## src/rtl/alu_pkg.sv

```systemverilog
// Shared ALU definitions: control width and RV32I operation encoding.
package alu_pkg;

  localparam int ALU_CTRL_W = 4;

  typedef enum logic [ALU_CTRL_W-1:0] {
    ALU_ADD  = 4'd0,
    ALU_SUB  = 4'd1,
    ALU_SLL  = 4'd2,
    ALU_SRL  = 4'd3,
    ALU_SRA  = 4'd4,
    ALU_SLT  = 4'd5,
    ALU_SLTU = 4'd6,
    ALU_AND  = 4'd7,
    ALU_OR   = 4'd8,
    ALU_XOR  = 4'd9
  } alu_op_e;

endpackage

```

## src/rtl/rr_arb2.sv

```systemverilog
// Two-way round-robin arbiter. The last_grant pointer moves only when the
// owner of the current grant completes a transfer (advance).
module rr_arb2 #(
  parameter bit RR_INIT = 1'b0
) (
  input  logic       clk,
  input  logic       rst,
  input  logic [1:0] valid,
  input  logic       advance,
  output logic [1:0] grant
);

  logic last_grant;

  // On contention the requester that did not win last time gets the slot.
  always_comb begin
    grant = 2'b00;
    case (valid)
      2'b01:   grant = 2'b01;
      2'b10:   grant = 2'b10;
      2'b11:   grant = last_grant ? 2'b01 : 2'b10;
      default: grant = 2'b00;
    endcase
  end

  always_ff @(posedge clk) begin
    if (rst) begin
      last_grant <= RR_INIT;
    end else if (advance) begin
      last_grant <= grant[1];
    end
  end

endmodule

```

## src/rtl/alu_arbiter.sv

```systemverilog
// Shares one combinational ALU between two requesters; the winning operation's
// result is captured in a one-deep response register with its source and tag.
module alu_arbiter
  import alu_pkg::*;
#(
  parameter int TAG_W   = 4,
  parameter int RR_INIT = 0
) (
  input  logic                  clk,
  input  logic                  rst,
  input  logic                  req0_valid,
  output logic                  req0_ready,
  input  logic [31:0]           req0_op_a,
  input  logic [31:0]           req0_op_b,
  input  logic [ALU_CTRL_W-1:0] req0_ctrl,
  input  logic [TAG_W-1:0]      req0_tag,
  input  logic                  req1_valid,
  output logic                  req1_ready,
  input  logic [31:0]           req1_op_a,
  input  logic [31:0]           req1_op_b,
  input  logic [ALU_CTRL_W-1:0] req1_ctrl,
  input  logic [TAG_W-1:0]      req1_tag,
  output logic [31:0]           alu_operand_a,
  output logic [31:0]           alu_operand_b,
  output logic [ALU_CTRL_W-1:0] alu_control,
  input  logic [31:0]           alu_result,
  input  logic                  alu_zero_flag,
  output logic                  rsp_valid,
  input  logic                  rsp_ready,
  output logic [31:0]           rsp_result,
  output logic                  rsp_zero,
  output logic                  rsp_src,
  output logic [TAG_W-1:0]      rsp_tag
);

  localparam bit RR_INIT_B = (RR_INIT != 0);

  logic [1:0] grant;
  logic       can_issue;
  logic       fire0;
  logic       fire1;
  logic       fire;

  // Handshake: a transfer happens on a rising edge where valid && ready are
  // both high. Valid never waits on ready; once raised, the payload stays
  // stable until ready is seen. The response side follows the same rule.
  assign can_issue  = !rsp_valid || rsp_ready;
  assign req0_ready = !rst && can_issue && grant[0];
  assign req1_ready = !rst && can_issue && grant[1];
  assign fire0      = req0_valid && req0_ready;
  assign fire1      = req1_valid && req1_ready;
  assign fire       = fire0 || fire1;

  rr_arb2 #(
    .RR_INIT (RR_INIT_B)
  ) u_arb (
    .clk     (clk),
    .rst     (rst),
    .valid   ({req1_valid, req0_valid}),
    .advance (fire),
    .grant   (grant)
  );

  // The ALU sees the grant candidate even while the response slot is full,
  // which keeps ready out of the requester's valid path.
  always_comb begin
    alu_operand_a = 32'd0;
    alu_operand_b = 32'd0;
    alu_control   = ALU_ADD;
    if (grant[1]) begin
      alu_operand_a = req1_op_a;
      alu_operand_b = req1_op_b;
      alu_control   = req1_ctrl;
    end else if (grant[0]) begin
      alu_operand_a = req0_op_a;
      alu_operand_b = req0_op_b;
      alu_control   = req0_ctrl;
    end
  end

  always_ff @(posedge clk) begin
    if (rst) begin
      rsp_valid  <= 1'b0;
      rsp_result <= 32'd0;
      rsp_zero   <= 1'b0;
      rsp_src    <= 1'b0;
      rsp_tag    <= '0;
    end else if (fire) begin
      rsp_valid  <= 1'b1;
      rsp_result <= alu_result;
      rsp_zero   <= alu_zero_flag;
      rsp_src    <= fire1;
      rsp_tag    <= fire1 ? req1_tag : req0_tag;
    end else if (rsp_ready) begin
      rsp_valid  <= 1'b0;
    end
  end

endmodule

```

## config.mk

```make
export PLATFORM = sky130hd
export DESIGN_NAME = alu_arbiter
export DESIGN_NICKNAME = d
export VERILOG_FILES = /design/src/rtl/alu_pkg.sv /design/src/rtl/rr_arb2.sv /design/src/rtl/alu_arbiter.sv
export SDC_FILE = /design/constraint.sdc
export NUM_CORES = 1
export LEC_CHECK = 0
export ABC_CLOCK_PERIOD_IN_PS = 2300
export BUFFER_PORTS_ARGS = -buffer_cell sky130_fd_sc_hd__buf_2
export CAP_MARGIN = 10
export CORE_AREA = 2 2 114 116
export CTS_BUF_LIST = sky130_fd_sc_hd__clkbuf_8
export DETAILED_ROUTE_END_ITERATION = 8
export DIE_AREA = 0 0 116 118
export PLACE_DENSITY_LB_ADDON = 0.2
export SYNTH_ARGS = -nofsm -noshare
export SYNTH_HDL_FRONTEND = slang
export SYNTH_HIERARCHICAL = 1
export SYNTH_SLANG_ARGS = --single-unit
```

## constraint.sdc

```tcl
create_clock -name clk -period 2.3 [get_ports clk]
set_input_delay 0.345 -clock clk [delete_from_list [all_inputs] [get_ports clk]]
set_output_delay 0.345 -clock clk [all_outputs]
set_load 0.01 [all_outputs]
```

* Word level (Yosys, flattened, before mapping)
Cells that the tools add are included.
** Storage, ports and cells
- Flip-flop bits (word level) :: 40
- Input port bits :: 182
- Output and inout bits :: 109
- Word-level logic and storage cells :: 30
** Operators by class
- Eq/ne operators :: 3
- Muxes and demuxes :: 11
- Reductions and logical operators :: 10
** Operators with widths (count)
- $mux W32 :: 4
- $mux W4 :: 3
- $pmux W2 S3 :: 1
- $logic_and A1 B1 Y1 :: 5
- $eq A2 B2 Y1 const B :: 2
- $eq A2 B1 Y1 const B :: 1
- $logic_not A1 Y1 :: 2
- $logic_or A1 B1 Y1 :: 2
- $mux W1 :: 2
- $mux W2 :: 1
- $reduce_bool A2 Y1 :: 1

* Depth between registers and ports, before layout
Gate-level depths: netlist of the first run.
- Depth after elaboration :: 7
- Mapped depth :: 7
- Gate-level depth less buffers :: 6

* Hierarchy
Netlist of the first run, hierarchy kept.
** Modules (own cells, without submodules)
- alu_arbiter :: instances 1, cells each 284, area each 2439.8 µm², sequential area each 780.7 µm²
- rr_arb2 :: instances 1, cells each 7, area each 67.6 µm², sequential area each 20.0 µm²

* Least setup slack after synthesis of the first run
OpenSTA, ideal clock, no wires.
- Kind :: reg2out
- Start :: register u_arb.last_grant
- End :: output alu_operand_a[0]
- Arrival time :: 1.752 ns
- Required time :: 1.955 ns
- Setup slack :: 0.203 ns
- Stages on the path, launching flop included :: 7
- Path buffers :: 2
- Cell sequence :: dfxtp_1 inv_1 a21boi_0 and2b_2 buf_2 buf_2 a22o_1
** Between the ends
- Longest elaborated chain between the ends :: 4
** Ends and longest elaborated chain
- from (decl) :: line rr_arb2.sv:13 : logic last_grant;
- from (signal assigned) :: line rr_arb2.sv:30 : last_grant <= grant[1];
- $mux W2 :: line rr_arb2.sv:21 : 2'b11: grant = last_grant ? 2'b01 : 2'b10;
- $pmux W2 S3 :: line rr_arb2.sv:18 : case (valid)
- via grant[0] :: line alu_arbiter.sv:38 : logic [1:0] grant;
- $mux W32 :: line alu_arbiter.sv:74 : end else if (grant[0]) begin
- $mux W32 :: line alu_arbiter.sv:70 : if (grant[1]) begin
- to (decl) :: line alu_arbiter.sv:23 : output logic [31:0] alu_operand_a,
The timed path passes the listed nets, and every way through them passes these cells.

* Worst setup path in the final report of the first run
- Start :: register u_arb.last_grant
- End :: output alu_operand_b[31]
** Between the ends
- Longest elaborated chain between the ends :: 4
** Ends and longest elaborated chain
- $mux W2 :: line rr_arb2.sv:21
- $pmux W2 S3 :: line rr_arb2.sv:18
- via grant[0] :: line alu_arbiter.sv:38
- $mux W32 :: line alu_arbiter.sv:74
- $mux W32 :: line alu_arbiter.sv:70
- to (decl) :: line alu_arbiter.sv:24 : output logic [31:0] alu_operand_b,
The timed path passes the listed nets, and every way through them passes these cells.

==> results of run 1 <==
[power breakdown]
part	switching [mW]	internal [mW]
Clock	0.262	0.355
Combinational	0.362	0.330
Sequential	0.0171	0.725
[cell families after synthesis]
kind of cell,share of synthesized area [%]
AO/OA/AOI/OAI,46.0
flip-flops,31.9
AND/OR/NAND/NOR,13.7
buffers and inverters,8.43
[cells in the final DEF, fill, tap and decap left out, types with 2 or more instances in the layout]
cell                         n
sky130_fd_sc_hd__o21ai_0     2
sky130_fd_sc_hd__nand4_1    33
sky130_fd_sc_hd__buf_2     290
sky130_fd_sc_hd__inv_1       3
sky130_fd_sc_hd__or4b_1      4
sky130_fd_sc_hd__a22o_1     67
sky130_fd_sc_hd__a21oi_1    35
sky130_fd_sc_hd__clkbuf_8    6
sky130_fd_sc_hd__buf_4       9
sky130_fd_sc_hd__dfxtp_1    40
sky130_fd_sc_hd__o31ai_1    42
sky130_fd_sc_hd__buf_12      4
sky130_fd_sc_hd__diode_2     9
sky130_fd_sc_hd__a31oi_1     4
sky130_fd_sc_hd__nand2_1     5
[metrics by stage]
stage / hold slack, ns / worst slack (ns) / instances / utilization [%] / power (mW)
CTS: 0.284 / 0.105 / 731 / 34.2 / 2.07
floorplan: 0.493 / 0.203 / 291 / - / 1.09
finish: 0.296 / 0.137 / 741 / 34.6 / 2.05
global placement: 0.453 / 0.324 / 723 / 33.3 / 1.44
detailed placement: 0.457 / 0.296 / 723 / 33.3 / 1.44
global route: 0.291 / 0.0114 / 739 / 34.6 / 2.16
[layout make-up]
class	count	share of cell area, %
Sequential cell	40	18.6
Tap cell	172	5.01
Antenna cell	9	0.524
Timing Repair Buffer	304	37.8
Clock buffer	6	1.92
Multi-Input combinational cell	205	35.0
Inverter	3	0.262
Clock inverter	2	0.902
[worst paths after layout]
| path | from | to | slack [ns] |
|---|---|---|---|
| min | alu_result[29] | rsp_result[29] | 0.30 |
| max | u_arb/last_grant | alu_operand_b[31] | 0.14 |
| min reg2reg | rsp_src | rsp_src | 0.47 |
| max reg2reg | u_arb/last_grant | rsp_tag[2] | 0.61 |
[critical path: stages, from the launching register on]
cell                       delay, ns
sky130_fd_sc_hd__dfxtp_1        0.41
sky130_fd_sc_hd__inv_1          0.05
sky130_fd_sc_hd__a21boi_0       0.20
sky130_fd_sc_hd__and2b_2        0.25
sky130_fd_sc_hd__buf_12         0.20
sky130_fd_sc_hd__a22o_1         0.24
sky130_fd_sc_hd__buf_2          0.17
[sequential cells by signal, indices dropped and copies added (netlist names)]
name / flops
rsp_result: 32
u_arb/last_grant: 1
rsp_zero: 1
rsp_tag: 4
rsp_src: 1
rsp_valid: 1
[per-layer routing]
metal,vias to the layer above,GRT usage (%),part of all wire (%)
li1,1732,-,-
met1,1695,23.0,41
met2,207,30.2,47
met3,14,7.57,10
met4,4,7.29,1.3
met5,-,0,0.19
==> reports/results.ini, run 1 <==
[outcome]
status = complete, no violations

[worst_setup_path]
r2r.worst_path.cells = 6
timing.critical_path.fanout_max = 33
critical_path_arrival_ns = 1.82
critPathRequiredTime_ns = 1.96
endpoint_kind = output port
timing.critical_path.from_type = flip-flop
setup.worst_path.class = reg2out

[synthesis]
netlist_instances = 291
synth_edf_count = 0
yosys.area.top_type = sky130_fd_sc_hd__dfxtp_1
asyncSetResetFlopFracSynth_pct = 0
synth.top_cell.area_share_pct = 31.9
sequential_cell_area_fraction_in_the_yosys_report_pct = 31.9
synth_top_flop_cell = sky130_fd_sc_hd__dfxtp_1
syn-cell-area_um2 = 2510
synthTopCellsByArea = sky130_fd_sc_hd__dfxtp_1 (32%), sky130_fd_sc_hd__a22o_1 (23%), sky130_fd_sc_hd__o31ai_1 (13%), sky130_fd_sc_hd__nand4_1 (8.2%), sky130_fd_sc_hd__a21oi_1 (7.0%)
post_synth_most_frequent_cells = sky130_fd_sc_hd__a22o_1 (67), sky130_fd_sc_hd__o31ai_1 (42), sky130_fd_sc_hd__dfxtp_1 (40)
synth_cell_type_count = 27
synth_seq_cells = 40
ys.warnings.count = 6
post-synth-top-count-cell = sky130_fd_sc_hd__a22o_1
average_instance_area_after_synthesis_um2 = 8.62
postSynthNetCount = 473

[clock_network]
clock_path_buffers = 2
clock_sink_count = 40
clk_pin_slew_worst_paths_ns = 0.08
cts_made_buffers = 5
post-cts-setup-buffers = 0
worst_skew_pair.late_latency_ns = 0.30
ctsHoldBuffers = 0
root_buffer = sky130_fd_sc_hd__clkbuf_8
htree_levels = 2
cts_tree = yes
post_cts_resize_count = 0

[floorplan]
initial_utilization_pct = 20.2
floorplan.die.width_um = 116
top_level_ports = 291
die_y_um = 118
core.rowCount = 41
core_region_area_um2 = 12400
die-area_um2 = 13700

[placed_design]
place.port_buffers = 290
dpl.hpwl_um = 11400
detailed_place.area_um2 = 4130
gp_congestion = 0.853

[layout]
final_design_area_no_fill_um2 = 4300
area_growth_syn_to_layout_pct = 71.4
n_fill_cell = 1355
register_area_um2 = 801
final_nets = 741
drive_gt1_share_pct = 57.0
multiInputGateArea_um2 = 1500

[pwr]
leakage_nw = 2.18
worst_ir_drop_vdd_mv = 0.240
power_density_over_the_cells_nw_per_um2 = 477

[sta]
timing_hold_violations_final = 0
post-route-period-util_pct = 94.0
max_clock_freq_ghz = 0.462
final-setup-viol-count = 0
fin_crit_period_ns = 2.16
slew_margin_rel_pct = 60.6
grt_setup_unrepaired = false
clock-skew-final_ns = 0.0106
timing_worst_slew_pin_value_ns = 0.590
post_route_setup_tns_ns = 0
report.final.slew_viol_count = 0

[routing]
routed_wl_um = 14200
wire_per_inst_um = 19.1
first_pass_iters = 5
post_drt_via_cell_ratio = 4.93
drt_drc_violations_left = 0
num_vias = 3652
first_iter_violations = 191
antenna_violating_nets_post_route = 0

[global_routing]
grt_start_max_net_pins = 71
grt_overflow = 0
grt.total_usage_pct = 19.1
first_global_vias = 3396
initial_antenna_violation_count = 12
grt_first_pass_wirelength_um = 19700

[worst_hold_path]
holdPathStages = 3
min_path_type = in2reg

[flow_run]
maxCapViolations = 0

Note: power is estimated with default switching activity, not from simulation.
==> inputs of run 2 (changes only) <==
--- a/config.mk
+++ b/config.mk
@@ -12,7 +12,8 @@
 export CTS_BUF_LIST = sky130_fd_sc_hd__clkbuf_8
 export DETAILED_ROUTE_END_ITERATION = 8
 export DIE_AREA = 0 0 116 118
-export PLACE_DENSITY_LB_ADDON = 0.2
+export PLACE_DENSITY = 0.51
+export SETUP_SLACK_MARGIN = 0.4
 export SYNTH_ARGS = -nofsm -noshare
 export SYNTH_HDL_FRONTEND = slang
 export SYNTH_HIERARCHICAL = 1
==> run 2 against run 1 <==
- via count is 3.0% higher
- critical path type unchanged
- largest power group is now combinational logic
- critical path depth stayed put
- die area unchanged
- fmax increased by 8.9%
- setup slack improved by 0.18 ns
- clock skew down 0.0012 ns
- worst hold slack got worse by 0.0073 ns
- global-route usage is 0.17 points lower
- sequential cell count unchanged
- utilization grew 1.6 points
- routed wire length grew 1.1%
==> reports/results.ini, run 2 (synthesis results as in run 1) <==
[outcome]
status = complete, no violations

[clock_network]
htree_levels = 2
clk_pin_slew_worst_paths_ns = 0.09
worst_skew_pair.late_latency_ns = 0.30
ctsHoldBuffers = 0
root_buffer = sky130_fd_sc_hd__clkbuf_8
cts_tree = yes
clock_sink_count = 40
cts_made_buffers = 5
clock_path_buffers = 2

[placed_design]
dpl.hpwl_um = 10600
detailed_place.area_um2 = 4110
dp_slack_ns = 0.119
place.port_buffers = 290
place.detailed.instances = 722
gp_congestion = 0.900

[pwr]
power_density_over_the_cells_nw_per_um2 = 466
power.switching_mw = 0.676
clockPowerShare_pct = 29.0
pwr-share-comb_pct = 35.6
power.internal_mw = 1.42
seq_power_share_pct = 35.4
leakage_nw = 2.27
worst_ir_drop_vdd_mv = 0.387
netSwitchingFraction_pct = 32.3

[worst_setup_path]
timing.critical_path.fanout_max = 8
worstSetupStartpoint = u_arb/last_grant
critPathRequiredTime_ns = 1.96
r2r.worst_path.cells = 6
worst_setup_path_endpoint = alu_control[0]
critical_path_arrival_ns = 1.64
timing.rr.end = rsp_tag[2]
setup_slack_of_the_most_critical_reg_to_reg_path_ns = 0.54
r2r_start = u_arb/last_grant
endpoint_kind = output port
setup.worst_path.class = reg2out
timing.critical_path.from_type = flip-flop

[routing]
antenna_violating_nets_post_route = 0
first_pass_iters = 4
num_vias = 3761
routed_wl_um = 14300
post_drt_via_cell_ratio = 5.06
drt_drc_violations_left = 0
first_iter_violations = 261
wire_per_inst_um = 19.3

[sta]
timing_worst_slew_pin_value_ns = 0.588
final-setup-viol-count = 0
post-route-period-util_pct = 86.3
slew_margin_rel_pct = 60.8
finalWorstSetupSlack_ns = 0.314
fin_crit_period_ns = 1.99
grt_setup_unrepaired = true
max_clock_freq_ghz = 0.504
clock-skew-final_ns = 0.00943
post_route_setup_tns_ns = 0
report.final.slew_viol_count = 0
timing_hold_violations_final = 0

[global_routing]
grt_overflow = 0
grt.total_usage_pct = 18.9
grt_first_pass_wirelength_um = 19800
first_global_vias = 3417
grt_start_max_net_pins = 76
initial_antenna_violation_count = 7

[layout]
area_growth_syn_to_layout_pct = 79.5
final_nets = 750
post-route-util_pct = 36.3
layout.cells.most_common_list = sky130_fd_sc_hd__buf_2 (290), sky130_fd_sc_hd__a22o_1 (67), sky130_fd_sc_hd__o31ai_1 (42)
non_filler_cells_in_the_finished_layout = 743
largest_register = rsp_result
drive_gt1_share_pct = 58.2
largest_registers_in_the_final_layout = rsp_result x32, rsp_tag x4
largest_reg_flops = 32
final_design_area_no_fill_um2 = 4500
final_common_cell = sky130_fd_sc_hd__buf_2

[floorplan]
die-area_um2 = 13700
die_y_um = 118
floorplan.die.width_um = 116
core_region_area_um2 = 12400
top_level_ports = 291
core.rowCount = 41
initial_utilization_pct = 20.2

[worst_hold_path]
min_path_type = in2reg

[flow_run]
maxCapViolations = 0

-- run 2: metrics by stage --
stage                     hold slack, ns  total power [mW]
after CTS                          0.281              2.10
after global placement             0.453              1.43
after floorplan                    0.493              1.09
after global routing               0.278              2.22
after detailed placement           0.457              1.44
final                              0.289              2.10
-- run 2: repair_timing --
item,in CTS,in global routing
resized for setup,11,4
gates cloned,5,2
setup buffers,3,1
endpoints found under the setup margin,66,72
pin swaps,1,2
-- run 2: worst min path at each step --
stage	startpoint	endpoint	slack [ns]	cells after the start
after floorplan	rsp_result[0]	rsp_result[0]	0.49	2
after global placement	rsp_result[4]	rsp_result[4]	0.45	2
after detailed placement	rsp_result[17]	rsp_result[17]	0.46	2
after CTS	alu_zero_flag	rsp_zero	0.28	3
after global routing	alu_zero_flag	rsp_zero	0.28	3
final	alu_result[18]	rsp_result[18]	0.29	3
-- run 2: metal layers --
| metal | vias to the layer above | global-route usage, % | routed length, µm |
|---|---|---|---|
| li1 | 1747 | - | - |
| met1 | 1775 | 23.8 | 5850 |
| met2 | 219 | 32.1 | 6910 |
| met3 | 18 | 5.61 | 1390 |
| met4 | 2 | 3.20 | 173 |
| met5 | - | 0 | 12 |
-- run 2: power by group through the flow --
stage               clock network, mW  registers [mW]  logic [mW]
floorplan                           0           0.773       0.316
global placement                    0           0.757       0.673
detailed placement                  0           0.758       0.678
CTS                             0.627           0.743       0.729
global route                    0.663           0.746       0.807
finish                          0.607           0.742       0.747
-- run 2: critical path, stage by stage, from the launching register on --
cell and delay [ns]:
sky130_fd_sc_hd__dfxtp_4 0.37, sky130_fd_sc_hd__a21boi_4 0.12, sky130_fd_sc_hd__and2b_4 0.23, sky130_fd_sc_hd__buf_12 0.15, sky130_fd_sc_hd__clkbuf_16 0.16, sky130_fd_sc_hd__a22o_1 0.17, sky130_fd_sc_hd__buf_2 0.13
-- run 2: area by class of cell --
class / count / area, µm²
Antenna cell: 2 / 5.00
Clock buffer: 5 / 68.8
Clock inverter: 3 / 46.3
Fill cell: 1315 / 7910
Inverter: 3 / 11.3
Multi-Input combinational cell: 205 / 1510
Sequential cell: 40 / 805
Tap cell: 172 / 215
Timing Repair Buffer: 313 / 1840
==> inputs of run 3 (changes only) <==
--- a/config.mk
+++ b/config.mk
@@ -5,14 +5,15 @@
 export SDC_FILE = /design/constraint.sdc
 export NUM_CORES = 1
 export LEC_CHECK = 0
+export ABC_AREA = 1
 export ABC_CLOCK_PERIOD_IN_PS = 2300
 export BUFFER_PORTS_ARGS = -buffer_cell sky130_fd_sc_hd__buf_2
 export CAP_MARGIN = 10
-export CORE_AREA = 2 2 114 116
+export CORE_AREA = 2 2 112 114
 export CTS_BUF_LIST = sky130_fd_sc_hd__clkbuf_8
 export DETAILED_ROUTE_END_ITERATION = 8
-export DIE_AREA = 0 0 116 118
-export PLACE_DENSITY = 0.51
+export DIE_AREA = 0 0 114 116
+export PLACE_DENSITY = 0.53
 export SETUP_SLACK_MARGIN = 0.4
 export SYNTH_ARGS = -nofsm -noshare
 export SYNTH_HDL_FRONTEND = slang
==> run 3 against run 2 <==
- die area is 3.4% lower
- worst hold slack worse by 0.0082 ns
- sequential share of layout area decreased by 0.070 points
- register-to-register slack better by 0.06 ns
- synthesized cell count grew 52%
- cell count increased by 18%
- largest power group unchanged
==> reports/results.ini, run 3 <==
[routing]
num_vias = 3975
routed_wl_um = 13200
drt_drc_violations_left = 0
antenna_violating_nets_post_route = 0
wire_per_inst_um = 15.0
post_drt_via_cell_ratio = 4.55
first_pass_iters = 5
first_iter_violations = 263

[sta]
finalHoldWorstSlack_ns = 0.281
timing_worst_slew_pin_value_ns = 0.421
slew_margin_rel_pct = 71.9
clock-skew-final_ns = 0.00444
max_clock_freq_ghz = 0.546
timing_hold_violations_final = 0
fin_crit_period_ns = 1.83
post_route_setup_tns_ns = 0
final-setup-viol-count = 0
post-route-period-util_pct = 79.6
grt_setup_unrepaired = true
finalWorstSetupSlack_ns = 0.469
report.final.slew_viol_count = 0

[floorplan]
top_level_ports = 291
core_region_area_um2 = 11900
floorplan.die.width_um = 114
core.rowCount = 40
initial_utilization_pct = 21.4
die_y_um = 116
die-area_um2 = 13200

[pwr]
report.power.total_mw = 2.06
power_density_over_the_cells_nw_per_um2 = 457
leakage_nw = 2.79
clockPowerShare_pct = 22.5
power.internal_mw = 1.36
pwr-share-comb_pct = 39.9
power.switching_mw = 0.696
worst_ir_drop_vdd_mv = 0.391
netSwitchingFraction_pct = 33.8
seq_power_share_pct = 37.6

[synthesis]
ys.warnings.count = 6
post-synth-top-count-cell = sky130_fd_sc_hd__nand2_1
asyncSetResetFlopFracSynth_pct = 0
post_synth_most_frequent_cells = sky130_fd_sc_hd__nand2_1 (155), sky130_fd_sc_hd__nand3_1 (72), sky130_fd_sc_hd__nor2_1 (70)
synth.top_cell.area_share_pct = 31.4
synth_top_flop_cell = sky130_fd_sc_hd__dfxtp_1
netlist_instances = 441
synthTopCellsByArea = sky130_fd_sc_hd__dfxtp_1 (31%), sky130_fd_sc_hd__nand2_1 (23%), sky130_fd_sc_hd__nand3_1 (14%), sky130_fd_sc_hd__nor2_1 (10%), sky130_fd_sc_hd__o21ai_0 (3.5%)
postSynthNetCount = 623
synth_cell_type_count = 20
syn-cell-area_um2 = 2550
yosys.area.top_type = sky130_fd_sc_hd__dfxtp_1
synth_edf_count = 0
synth_seq_cells = 40
average_instance_area_after_synthesis_um2 = 5.79
sequential_cell_area_fraction_in_the_yosys_report_pct = 31.4

[flow_run]
maxCapViolations = 0

[clock_network]
cts_tree = yes
clock_sink_count = 40
clk_pin_slew_worst_paths_ns = 0.07
htree_levels = 2
clock_path_buffers = 2
root_buffer = sky130_fd_sc_hd__clkbuf_8
worst_skew_pair.late_latency_ns = 0.28
cts_made_buffers = 5

[global_routing]
grt_overflow = 0
grt.total_usage_pct = 17.5
first_global_vias = 3535
initial_antenna_violation_count = 2
grt_first_pass_wirelength_um = 18600
grt_start_max_net_pins = 39

[worst_hold_path]
min_path_type = in2reg

[layout]
largest_reg_flops = 32
final_common_cell = sky130_fd_sc_hd__buf_2
n_fill_cell = 1307
largest_register = rsp_result
final_nets = 906
layout.cells.most_common_list = sky130_fd_sc_hd__buf_2 (286), sky130_fd_sc_hd__nand2_1 (152), sky130_fd_sc_hd__nand3_1 (71)
drive_gt1_share_pct = 45.7
area_growth_syn_to_layout_pct = 76.4
largest_registers_in_the_final_layout = rsp_result x32, rsp_tag x4
non_filler_cells_in_the_finished_layout = 874

[worst_setup_path]
critical_path_arrival_ns = 1.49
timing.rr.end = rsp_result[31]
worstSetupStartpoint = u_arb/last_grant
setup.worst_path.class = reg2out
setup_slack_of_the_most_critical_reg_to_reg_path_ns = 0.60
endpoint_kind = output port
r2r.worst_path.cells = 8
r2r_start = u_arb/last_grant
worst_setup_path_endpoint = alu_operand_a[8]
critPathRequiredTime_ns = 1.96
timing.critical_path.from_type = flip-flop
timing.critical_path.fanout_max = 10

[placed_design]
place.port_buffers = 290
dpl.hpwl_um = 9730
place.detailed.instances = 850
gp_congestion = 0.888
dp_slack_ns = 0.221

[outcome]
status = complete, no violations

## run 3: per-layer routing
layer | vias up | wire, µm | track usage (%)
met4 | 0 | 165 | 4.55
met1 | 1779 | 5480 | 21.5
met5 | - | 0 | 0
li1 | 1971 | - | -
met3 | 18 | 1150 | 3.87
met2 | 207 | 6360 | 31.2
## run 3: cell families (layout without fill, tap and decap cells)
logic type | count (synthesis) | after routing | synth area share [%]
other cells | 0 | 2 | 0
simple gates | 305 | 305 | 50.2
buf+inv | 56 | 340 | 10.5
flops | 40 | 40 | 31.4
compound gates | 40 | 40 | 7.94
## run 3: worst max-delay path, stage by stage (launching register included)
cell	delay [ns]
sky130_fd_sc_hd__dfxtp_2	0.35
sky130_fd_sc_hd__inv_2	0.05
sky130_fd_sc_hd__a21boi_4	0.18
sky130_fd_sc_hd__buf_6	0.16
sky130_fd_sc_hd__buf_12	0.14
sky130_fd_sc_hd__nand3_1	0.13
sky130_fd_sc_hd__nand2_1	0.09
sky130_fd_sc_hd__buf_2	0.12
## run 3: how the worst min path moves through the flow
stage | to | cells after the start | from | slack (ns)
finish | rsp_result[2] | 3 | alu_result[2] | 0.28
global route | rsp_result[17] | 3 | alu_result[17] | 0.27
CTS | rsp_result[24] | 3 | alu_result[24] | 0.27
detailed placement | rsp_src | 2 | rsp_src | 0.46
global placement | rsp_src | 2 | rsp_src | 0.45
floorplan | rsp_src | 1 | rst | 0.41
## run 3: layout make-up
| class | instances | area [µm²] | area share [%] |
|---|---|---|---|
| timing repair buffer | 310 | 1810 | 40.3 |
| multi-input combinational | 345 | 1520 | 33.7 |
| sequential | 40 | 802 | 17.8 |
| tap | 147 | 184 | 4.08 |
| inverter | 22 | 92.6 | 2.06 |
| clock buffer | 6 | 82.6 | 1.83 |
| clock inverter | 2 | 7.51 | 0.167 |
| antenna | 2 | 5.00 | 0.111 |
## run 3: power by group through the flow
stage / combinational [mW] / sequential (mW) / clock (mW)
6_report: 0.821 / 0.774 / 0.462
4_1_cts: 0.778 / 0.774 / 0.487
5_1_grt: 0.900 / 0.781 / 0.513
3_3_place_gp: 0.723 / 0.787 / 0
3_5_place_dp: 0.728 / 0.788 / 0
2_1_floorplan: 0.336 / 0.812 / 0
## run 3: through the flow
stage / area (µm²) / util [%]
2_1_floorplan: 2550 / -
3_3_place_gp: 4080 / 34.3
3_5_place_dp: 4080 / 34.3
4_1_cts: 4320 / 36.2
5_1_grt: 4500 / 37.8
6_report: 4500 / 37.8
## run 3: timing repair
item / CTS / global route
setup endpoints to repair: 69 / 102
gates cloned: 3 / 4
pin swaps: 0 / 5
hold buffers: 0 / 0
gates resized for setup: 11 / 16
endpoints found under the hold margin: 0 / 0
buffers inserted: 2 / 5
